[src/rtl/control_types.sv]
// control_types: control-signal encodings produced by the decoder
package control_types;

   typedef enum logic [2:0] {
      BR_NOP, BR_EQ, BR_NE, BR_LT, BR_GE, BR_LTU, BR_GEU
   } comp_ctrl_t;

   typedef enum logic [1:0] {
      WRSRC_ALURES, WRSRC_MEMOUT, WRSRC_PC4
   } reg_wr_src_ctrl_t;

   typedef enum logic [1:0] {
      SRC1_REG1, SRC1_PC, SRC1_ZERO
   } alu_op1_ctrl_t;

   typedef enum logic [1:0] {
      SRC2_REG2, SRC2_IMM, SRC2_FOUR
   } alu_op2_ctrl_t;

   typedef enum logic [3:0] {
      ALU_NOP, ALU_ADD, ALU_SUB, ALU_AND, ALU_OR, ALU_XOR, ALU_SLL,
      ALU_SRL, ALU_SRA, ALU_SLT, ALU_SLTU, ALU_LUI
   } alu_ctrl_t;

   typedef enum logic [2:0] {
      MEM_NOP, MEM_B, MEM_H, MEM_W, MEM_BU, MEM_HU
   } mem_ctrl_t;

endpackage

[src/rtl/pipeline_pkg.sv]
// pipeline_pkg: ID/EX control bundle and its bubble (NOP) value
package pipeline_pkg;
   import control_types::*;

   typedef struct packed {
      logic             reg_do_write;
      logic             mem_do_write;
      logic             mem_do_read;
      logic             do_branch;
      logic             do_jump;
      comp_ctrl_t       comp;
      reg_wr_src_ctrl_t reg_wr_src;
      alu_op1_ctrl_t    alu_op1;
      alu_op2_ctrl_t    alu_op2;
      alu_ctrl_t        alu;
      mem_ctrl_t        mem;
   } id_ex_ctrl_t;

   localparam id_ex_ctrl_t ID_EX_BUBBLE = '{
      reg_do_write: 1'b0,
      mem_do_write: 1'b0,
      mem_do_read:  1'b0,
      do_branch:    1'b0,
      do_jump:      1'b0,
      comp:         BR_NOP,
      reg_wr_src:   WRSRC_ALURES,
      alu_op1:      SRC1_REG1,
      alu_op2:      SRC2_REG2,
      alu:          ALU_NOP,
      mem:          MEM_NOP
   };

endpackage

[src/rtl/hazard_detect.sv]
// hazard_detect: load-use detection between the load in EX and the instruction in ID
module hazard_detect #(
   parameter int REG_ADDR_W = 5
) (
   input  logic                  id_valid_i,
   input  logic [REG_ADDR_W-1:0] id_rs1_i,
   input  logic [REG_ADDR_W-1:0] id_rs2_i,
   input  logic                  uses_rs1_i,
   input  logic                  uses_rs2_i,
   input  logic                  ex_valid_i,
   input  logic                  ex_mem_read_i,
   input  logic [REG_ADDR_W-1:0] ex_rd_i,
   output logic                  lu_o
);

   logic ex_load;
   logic dep;

   // a valid load to a non-x0 register in EX blocks any ID consumer of that register
   always_comb begin
      ex_load = ex_valid_i & ex_mem_read_i & (ex_rd_i != '0) & id_valid_i;
      dep     = (uses_rs1_i & (id_rs1_i == ex_rd_i)) | (uses_rs2_i & (id_rs2_i == ex_rd_i));
      lu_o    = ex_load & dep;
   end

endmodule

[src/rtl/id_ex_stage.sv]
// id_ex_stage: ID/EX pipeline register with load-use bubble insertion, flush and stall
module id_ex_stage
   import control_types::*;
   import pipeline_pkg::*;
#(
   parameter int XLEN       = 32,
   parameter int REG_ADDR_W = 5,
   parameter int CNT_W      = 16
) (
   input  logic                  clk,
   input  logic                  rst_n,
   input  logic                  id_valid,
   input  logic                  reg_do_write_ctrl,
   input  logic                  mem_do_write_ctrl,
   input  logic                  mem_do_read_ctrl,
   input  logic                  do_branch,
   input  logic                  do_jump,
   input  comp_ctrl_t            comp_ctrl,
   input  reg_wr_src_ctrl_t      reg_wr_src_ctrl,
   input  alu_op1_ctrl_t         alu_op1_ctrl,
   input  alu_op2_ctrl_t         alu_op2_ctrl,
   input  alu_ctrl_t             alu_ctrl,
   input  mem_ctrl_t             mem_ctrl,
   input  logic [XLEN-1:0]       id_pc,
   input  logic [XLEN-1:0]       id_reg1_data,
   input  logic [XLEN-1:0]       id_reg2_data,
   input  logic [XLEN-1:0]       id_imm,
   input  logic [REG_ADDR_W-1:0] id_rs1,
   input  logic [REG_ADDR_W-1:0] id_rs2,
   input  logic [REG_ADDR_W-1:0] id_rd,
   input  logic                  flush,
   input  logic                  stall_in,
   output logic                  ex_valid,
   output logic                  ex_reg_do_write_ctrl,
   output logic                  ex_mem_do_write_ctrl,
   output logic                  ex_mem_do_read_ctrl,
   output logic                  ex_do_branch,
   output logic                  ex_do_jump,
   output comp_ctrl_t            ex_comp_ctrl,
   output reg_wr_src_ctrl_t      ex_reg_wr_src_ctrl,
   output alu_op1_ctrl_t         ex_alu_op1_ctrl,
   output alu_op2_ctrl_t         ex_alu_op2_ctrl,
   output alu_ctrl_t             ex_alu_ctrl,
   output mem_ctrl_t             ex_mem_ctrl,
   output logic [XLEN-1:0]       ex_pc,
   output logic [XLEN-1:0]       ex_reg1_data,
   output logic [XLEN-1:0]       ex_reg2_data,
   output logic [XLEN-1:0]       ex_imm,
   output logic [REG_ADDR_W-1:0] ex_rs1,
   output logic [REG_ADDR_W-1:0] ex_rs2,
   output logic [REG_ADDR_W-1:0] ex_rd,
   output logic                  hazard_stall,
   output logic [CNT_W-1:0]      bubble_cnt
);

   id_ex_ctrl_t           ctrl_q, ctrl_d, id_ctrl;
   logic [XLEN-1:0]       pc_q, pc_d, r1_q, r1_d, r2_q, r2_d, imm_q, imm_d;
   logic [REG_ADDR_W-1:0] rs1_q, rs1_d, rs2_q, rs2_d, rd_q, rd_d;
   logic                  valid_q, valid_d;
   logic [CNT_W-1:0]      cnt_q, cnt_d;
   logic                  uses_rs1, uses_rs2, lu, bubble, hold;

   hazard_detect #(.REG_ADDR_W(REG_ADDR_W)) u_hazard (
      .id_valid_i    (id_valid),
      .id_rs1_i      (id_rs1),
      .id_rs2_i      (id_rs2),
      .uses_rs1_i    (uses_rs1),
      .uses_rs2_i    (uses_rs2),
      .ex_valid_i    (valid_q),
      .ex_mem_read_i (ctrl_q.mem_do_read),
      .ex_rd_i       (rd_q),
      .lu_o          (lu)
   );

   // operand usage, priority mux (flush > stall_in > load-use > advance) and bubble counter
   always_comb begin
      id_ctrl = '{
         reg_do_write: reg_do_write_ctrl,
         mem_do_write: mem_do_write_ctrl,
         mem_do_read:  mem_do_read_ctrl,
         do_branch:    do_branch,
         do_jump:      do_jump,
         comp:         comp_ctrl,
         reg_wr_src:   reg_wr_src_ctrl,
         alu_op1:      alu_op1_ctrl,
         alu_op2:      alu_op2_ctrl,
         alu:          alu_ctrl,
         mem:          mem_ctrl
      };
      uses_rs1 = ((alu_op1_ctrl == SRC1_REG1) & (alu_ctrl != ALU_LUI)) | do_branch;
      uses_rs2 = (alu_op2_ctrl == SRC2_REG2) | mem_do_write_ctrl | do_branch;
      bubble   = flush | (~stall_in & lu);
      hold     = ~flush & stall_in;
      ctrl_d   = bubble ? ID_EX_BUBBLE : hold ? ctrl_q : id_valid ? id_ctrl : ID_EX_BUBBLE;
      valid_d  = ~bubble & (hold ? valid_q : id_valid);
      pc_d     = bubble ? '0 : hold ? pc_q  : id_pc;
      r1_d     = bubble ? '0 : hold ? r1_q  : id_reg1_data;
      r2_d     = bubble ? '0 : hold ? r2_q  : id_reg2_data;
      imm_d    = bubble ? '0 : hold ? imm_q : id_imm;
      rs1_d    = bubble ? '0 : hold ? rs1_q : id_rs1;
      rs2_d    = bubble ? '0 : hold ? rs2_q : id_rs2;
      rd_d     = bubble ? '0 : hold ? rd_q  : id_rd;
      cnt_d    = (bubble & ~stall_in & (cnt_q != '1)) ? cnt_q + CNT_W'(1) : cnt_q;
   end

   // EX register bank; asynchronous reset returns everything to the bubble value
   always_ff @(posedge clk or negedge rst_n) begin
      if (!rst_n) begin
         ctrl_q  <= ID_EX_BUBBLE;
         valid_q <= 1'b0;
         pc_q    <= '0;
         r1_q    <= '0;
         r2_q    <= '0;
         imm_q   <= '0;
         rs1_q   <= '0;
         rs2_q   <= '0;
         rd_q    <= '0;
         cnt_q   <= '0;
      end else begin
         ctrl_q  <= ctrl_d;
         valid_q <= valid_d;
         pc_q    <= pc_d;
         r1_q    <= r1_d;
         r2_q    <= r2_d;
         imm_q   <= imm_d;
         rs1_q   <= rs1_d;
         rs2_q   <= rs2_d;
         rd_q    <= rd_d;
         cnt_q   <= cnt_d;
      end
   end

   assign hazard_stall         = lu & ~flush;
   assign ex_valid             = valid_q;
   assign ex_reg_do_write_ctrl = ctrl_q.reg_do_write;
   assign ex_mem_do_write_ctrl = ctrl_q.mem_do_write;
   assign ex_mem_do_read_ctrl  = ctrl_q.mem_do_read;
   assign ex_do_branch         = ctrl_q.do_branch;
   assign ex_do_jump           = ctrl_q.do_jump;
   assign ex_comp_ctrl         = ctrl_q.comp;
   assign ex_reg_wr_src_ctrl   = ctrl_q.reg_wr_src;
   assign ex_alu_op1_ctrl      = ctrl_q.alu_op1;
   assign ex_alu_op2_ctrl      = ctrl_q.alu_op2;
   assign ex_alu_ctrl          = ctrl_q.alu;
   assign ex_mem_ctrl          = ctrl_q.mem;
   assign ex_pc                = pc_q;
   assign ex_reg1_data         = r1_q;
   assign ex_reg2_data         = r2_q;
   assign ex_imm               = imm_q;
   assign ex_rs1               = rs1_q;
   assign ex_rs2               = rs2_q;
   assign ex_rd                = rd_q;
   assign bubble_cnt           = cnt_q;

endmodule

[config.mk]
export PLATFORM = sky130hd
export DESIGN_NAME = id_ex_stage
export DESIGN_NICKNAME = d
export VERILOG_FILES = /design/src/rtl/control_types.sv /design/src/rtl/pipeline_pkg.sv /design/src/rtl/hazard_detect.sv /design/src/rtl/id_ex_stage.sv
export SDC_FILE = /design/constraint.sdc
export NUM_CORES = 1
export LEC_CHECK = 0
export BUFFER_PORTS_ARGS = -buffer_cell sky130_fd_sc_hd__buf_4
export CAP_MARGIN = 5
export CORE_MARGIN = 3
export CORE_UTILIZATION = 30
export CTS_BUF_LIST = sky130_fd_sc_hd__clkbuf_4 sky130_fd_sc_hd__clkbuf_8
export DETAILED_ROUTE_END_ITERATION = 16
export SETUP_SLACK_MARGIN = 0.05
export SLEW_MARGIN = 20
export SYNTH_ARGS = -nofsm -noshare
export SYNTH_HDL_FRONTEND = slang
export SYNTH_SLANG_ARGS = --single-unit
[constraint.sdc]
create_clock -name clk -period 2.6 [get_ports clk]
set_clock_uncertainty 0.1 [all_clocks]
set_input_delay 0.13 -clock clk [delete_from_list [all_inputs] [get_ports clk]]
set_output_delay 0.13 -clock clk [all_outputs]
set_load 0.01 [all_outputs]
==> run_results.csv, run 1 <==
group,metric,value,unit
clock_tree,clockRootBuffer,"clkbuf_8",
logic_synthesis,ys_top_cells_by_count,"dfrtp_1, a22o_1, clkbuf_1",
floorplanning,fp-row-count,54,
place,dp_cells,1085,
floorplanning,core-area,0.0220,mm^2
worst_setup_path,r2r_slack,0.13,ns
global_routing,grt_first_pass_wirelength,37.1,mm
run_status,outcome,"finished clean",
global_routing,grt_usage,19.1,%
global_routing,antenna_found_initial,1,
final_layout,final_util,54.6,%
power,power_density,524,mW/mm^2
drt,met2_length,12.0,mm
timing,rsz0062_at_grt,"false",
clock_tree,cts_tree,"done",
flow_run,max_cap_violations,0,
global_routing,grt_pass1_vias,6641,
final_layout,stdcell_area,0.0120,mm^2
final_layout,fin_cells,1291,
logic_synthesis,ys.warnings.count,0,
worst_setup_path,worstPathArrival,2.75,ns
clock_tree,insertion_delay,0.45,ns
logic_synthesis,ys.flop_type,"dfrtp_1",
logic_synthesis,synthCells,479,
drt,drt_iter0_drc,346,
logic_synthesis,yosysSeqAreaShare,67.3,%
timing,max_freq,0.406,GHz
final_layout,drive_gt1_share,40.9,%
logic_synthesis,synth_top_area_share,67.3,%
place,post_dp_cell_area,0.00980,mm^2
worst_setup_path,cp-start-kind,"flip-flop",
logic_synthesis,synth_area_leaders,"dfrtp_1, a22o_1, xnor2_1",
timing,finalCriticalPeriod,2.47,ns
timing,finalSetupTns,0,ns
power,finalPower,6.28,mW
clock_tree,clk_path_buf_depth,2,
worst_setup_path,crit_type,"flip-flop to flip-flop",
worst_setup_path,endpoint_kind,"flip-flop",
logic_synthesis,synth.most_common_cell,"dfrtp_1",
place,hpwlAfterDp,15.4,mm
logic_synthesis,netlist-cell-type-count,29,
timing,setup_viol,0,
timing,final_hold_viol_count,0,
clock_tree,clock-sinks,181,
logic_synthesis,avgSynthCellArea,14.1,um^2
timing,max-slew-margin-rel,69.3,%
logic_synthesis,ys_async_sr_fraction,100,%
global_routing,gr-total-overflow,0,
floorplanning,dieWidth,156,um
drt,routedWlPerCell,18.7,um
clock_tree,cts_made_buffers,17,
timing,fin_crit_sh,94.8,%
clock_tree,htreeDepth,4,
drt,wl_met1,9.91,mm
hold_path,hp-class,"input pin to asynchronous set/reset pin",
place,gp_congestion,0.770,
drt,routed-wl-met3,1.74,mm
logic_synthesis,syn_area,0.00673,mm^2
clock_tree,path_clk_slew,0.11,ns
timing,slew_violations,0,
drt,routed.top_layer,"met4",
final_layout,num-nets-final,1168,
logic_synthesis,ys_seq_elements,181,
power,vdd.ir_drop.worst,0.357,mV
place,numPortBuffers,350,
floorplanning,ios,351,
logic_synthesis,syn_nets,649,
drt,wirelength,24.2,mm
global_routing,grt_max_degree,71,
logic_synthesis,synth_top_area_cell,"dfrtp_1",
floorplanning,die_h,156,um
worst_setup_path,path_max_fanout,23,
drt,first_pass_iters,5,
logic_synthesis,synth_edf_count,0,
drt,vias,6336,
timing,worstMarginPinSlew,0.458,ns
final_layout,area_growth,77.9,%
power,p_leak,6.03,nW
drt,ant_nets,0,
drt,drcViolationCount,0,
floorplanning,dieArea,0.0243,mm^2
floorplanning,initial_core_util,30.7,%
worst_setup_path,worstPathRequired,2.88,ns
drt,via_per_inst,4.91,
[routing by layer]
metal	global-route usage (%)	vias up
met2	32.0	274
li1	-	2866
met3	5.41	38
met4	5.89	0
met5	0	-
met1	24.1	3158
[layout by cell type, fill, tap and decap left out, types with 2 or more instances in the layout]
cell and count:
a22o_1 143, a21oi_1 2, xnor2_1 23, inv_1 2, inv_8 3, nand2_1 5, and3_1 8, nand3_1 11
a22oi_1 11, inv_6 6, clkinv_4 3, clkbuf_8 18, dfrtp_2 2, nor4_4 3, buf_4 359, nand4_1 7
dlygate4sd3_1 168, buf_12 8, a32o_1 10, clkbuf_16 2, nor2_1 18, dfrtp_1 179, xor2_1 2, buf_6 3
[area by class of cell]
class / instances / area (um^2)
clock inverter: 12 / 113
timing repair buffer: 540 / 4620
fill: 1809 / 9980
tap: 280 / 350
inverter: 2 / 7.51
clock buffer: 19 / 255
multi-input combinational: 256 / 2100
sequential: 181 / 4530
antenna: 1 / 2.50
[critical path: stages, from the launching register on]
cell and delay, ns:
dfrtp_2 0.44, or4_4 0.56, o2111ai_4 0.28, nor4_4 0.09, nor4_4 0.27, buf_4 0.19, buf_4 0.16, buf_12 0.17
a22o_1 0.14
[logic make-up after synthesis]
logic type / after synthesis / synth area share [%]
mux: 1 / 0.167
fa+ha+maj: 1 / 0.186
flops: 181 / 67.3
buf+inv: 42 / 2.53
xor+xnor: 25 / 3.25
simple gates: 59 / 4.72
compound gates: 170 / 21.9
[registers in the layout (all words and copies together), names as in the netlist]
name                  count
ex_imm                   32
ex_pc                    32
ex_reg1_data             32
ex_reg2_data             32
bubble_cnt               16
ex_rd                     5
ex_rs1                    5
ex_rs2                    5
ex_alu_ctrl               4
ex_comp_ctrl              3
ex_mem_ctrl               3
ex_alu_op1_ctrl           2
ex_alu_op2_ctrl           2
ex_reg_wr_src_ctrl        2
ex_do_branch              1
ex_do_jump                1
ex_mem_do_read_ctrl       1
ex_mem_do_write_ctrl      1
ex_reg_do_write_ctrl      1
ex_valid                  1
[where the power goes]
| part | internal [mW] | switching (mW) | total, mW | leakage (nW) |
|---|---|---|---|---|
| clock | 0.738 | 1.13 | 1.87 | 0.192 |
| combinational | 0.747 | 0.529 | 1.28 | 3.42 |
| sequential | 2.99 | 0.143 | 3.13 | 2.41 |
[final timing paths]
path	to	startpoint	cells after the start
max	ex_imm[15]	ex_rd[0]	8
max in group asynchronous	ex_rd[3]	rst_n	3
min reg2reg	bubble_cnt[10]	bubble_cnt[10]	1
min	ex_imm[29]	rst_n	2
min in group clk	ex_pc[2]	id_pc[2]	3
max reg2reg	ex_imm[15]	ex_rd[0]	8
[timing repair]
item	CTS	global route
pin swaps	0	2
hold endpoints to repair	346	0
hold buffers	168	0
resized for setup	2	9
endpoints found under the setup margin	5	157
setup buffers	0	4
cloned	0	2
[metrics by stage]
stage / setup slack [ns] / hold slack (ns)
6_report: 0.135 / 0.107
5_1_grt: 0.0360 / 0.120
4_1_cts: 0.0407 / 0.0431
3_5_place_dp: 0.0532 / -0.00252
3_3_place_gp: 0.166 / -0.00285
2_1_floorplan: 0.222 / -0.266
(Power assumes the default switching activity.)
==> run 2: changes to the inputs <==
CORE_AREA = 3 3 134 136   (was not set)
CORE_MARGIN = not set   (was 3)
CORE_UTILIZATION = not set   (was 30)
DIE_AREA = 0 0 137 139   (was not set)
HOLD_SLACK_MARGIN = 0.03   (was not set)
PLACE_DENSITY = 0.71   (was not set)
==> run 2 against run 1 <==
Compared with the run above: die area shrank 22%; combinational power is essentially flat; clock power grew 5%; worst hold slack gained 0.033 ns; via count grew 2.6%; first-iteration DRC count shrank 9.0%; core utilization grew 15 points; final area shrank 0.71%; critical endpoint is now ex_pc[11]; largest cell class unchanged.
==> run_results.csv, run 2 (same netlist as run 1, synthesis figures left out) <==
group,metric,value,unit
global_routing,grt_first_pass_wirelength,38.2,mm
drt,vias,6499,
worst_setup_path,critPathMaxStageDelay,0.54,ns
global_routing,gr-total-overflow,0,
place,hpwlAfterDp,15.9,mm
floorplanning,dieWidth,137,um
global_routing,met3_usage,7.51,%
drt,ant_nets,0,
worst_setup_path,path_delay_family,"simple AND/OR/NAND/NOR gates",
worst_setup_path,cp_slowest_cell,"or4_4",
worst_setup_path,critical_path.cell_chain,"or4_4 > o2111ai_4 > nor4_2 > nor4_4 > buf_4 > buf_6 > buf_12 > a22o_1",
worst_setup_path,worstRegToRegCells,8,
worst_setup_path,critical_path_buf_inv_count,3,
power,finalPower,6.38,mW
timing,rsz0062_at_grt,"true",
worst_setup_path,timing.rr.end,"ex_pc[11]",
power,power_density,536,mW/mm^2
drt,routedWlPerCell,20.3,um
floorplanning,initial_core_util,39.5,%
flow_run,max_cap_violations,0,
worst_setup_path,cp-start-kind,"flip-flop",
final_layout,layout_commonest_cell,"buf_4",
clock_tree,htreeDepth,4,
global_routing,grt_pass1_vias,7063,
clock_tree,cts_tree,"done",
drt,drcViolationCount,0,
global_routing,grt_usage,25.6,%
worst_setup_path,worstPathRequired,2.88,ns
power,vdd.ir_drop.worst,0.342,mV
final_layout,final_util,69.7,%
drt,wirelength,25.0,mm
timing,finalCriticalPeriod,2.52,ns
timing,final_hold_viol_count,0,
global_routing,antenna_found_initial,3,
global_routing,grt_use_met2,43.6,%
final_layout,drive_gt1_share,40.8,%
clock_tree,clock-sinks,181,
timing,max-slew-margin-rel,58.4,%
timing,worstMarginPinSlew,0.619,ns
floorplanning,core-area,0.0171,mm^2
final_layout,final_cell_mix,"buf_4, dfrtp_1, dlygate4sd3_1",
drt,first_pass_iters,4,
worst_setup_path,critPathLaunch,"ex_rd[3]",
hold_path,hp-class,"input pin to asynchronous set/reset pin",
worst_setup_path,worstPathArrival,2.79,ns
worst_setup_path,r2r_slack,0.08,ns
clock_tree,clk_path_buf_depth,2,
timing,slew_violations,0,
global_routing,busiest_layer,"met2",
timing,fin_crit_sh,96.7,%
run_status,outcome,"finished clean",
clock_tree,clockRootBuffer,"clkbuf_8",
clock_tree,cts_made_buffers,17,
floorplanning,ios,351,
timing,hold_slack,0.140,ns
final_layout,num-nets-final,1164,
worst_setup_path,r2r_start,"ex_rd[3]",
clock_tree,insertion_delay,0.45,ns
floorplanning,die_h,139,um
place,gp_congestion,0.796,
worst_setup_path,path_max_fanout,17,
worst_setup_path,crit_type,"flip-flop to flip-flop",
drt,drt_iter0_drc,315,
clock_tree,path_clk_slew,0.10,ns
global_routing,grtUsageMet1,29.5,%
power,p_leak,6.01,nW
worst_setup_path,endpoint_kind,"flip-flop",
timing,setup_viol,0,
drt,via_per_inst,5.26,
floorplanning,dieArea,0.0190,mm^2
final_layout,area_growth,76.6,%
global_routing,grt_max_degree,102,
worst_setup_path,cp_num_cells,8,
timing,max_freq,0.398,GHz
floorplanning,fp-row-count,48,
place,numPortBuffers,350,
-- run 2: what timing repair did --
item,CTS,global route
hold endpoints to repair,321,0
pin swaps,0,14
buffers inserted,0,3
hold buffers,168,0
cloned,0,2
resized for setup,2,15
endpoints found under the setup margin,1,136
-- run 2: area by class of cell --
class / count / area [um^2]
Multi-Input combinational cell: 256 / 2100
Antenna cell: 3 / 7.51
Timing Repair Buffer: 536 / 4570
Clock inverter: 13 / 146
Inverter: 2 / 7.51
Sequential cell: 181 / 4530
Fill cell: 1126 / 5160
Tap cell: 225 / 282
Clock buffer: 19 / 255
-- run 2: how the worst max path moves through the flow --
stage / end / slack (ns)
after floorplan: ex_imm[16] / 0.22
after global placement: ex_alu_ctrl[3] / 0.16
after detailed placement: ex_alu_ctrl[3] / 0.09
after CTS: ex_alu_op1_ctrl[1] / 0.04
after global routing: hazard_stall / -0.06
final: ex_pc[11] / 0.08
-- run 2: report_power, final --
group / total [mW] / switching, mW / internal [mW]
clock: 1.96 / 1.05 / 0.905
combinational: 1.28 / 0.538 / 0.740
sequential: 3.15 / 0.155 / 2.99
total: 6.38 / 1.74 / 4.64
-- run 2: per-stage QoR --
| stage | setup WS [ns] | area, um^2 | TNS (ns) | std cells |
|---|---|---|---|---|
| after floorplan | 0.222 | 6730 | 0 | 479 |
| after global placement | 0.158 | 9660 | 0 | 1027 |
| after detailed placement | 0.0903 | 9660 | 0 | 1027 |
| after CTS | 0.0431 | 11800 | 0 | 1227 |
| after global routing | -0.0606 | 11900 | -0.397 | 1235 |
| final | 0.0848 | 11900 | 0 | 1235 |
-- run 2: metal layers --
| metal | part of all wire [%] | up-vias |
|---|---|---|
| met5 | 0 | - |
| met4 | 3.7 | 0 |
| met3 | 8.8 | 77 |
| met2 | 51 | 347 |
| met1 | 36 | 3213 |
| li1 | - | 2862 |
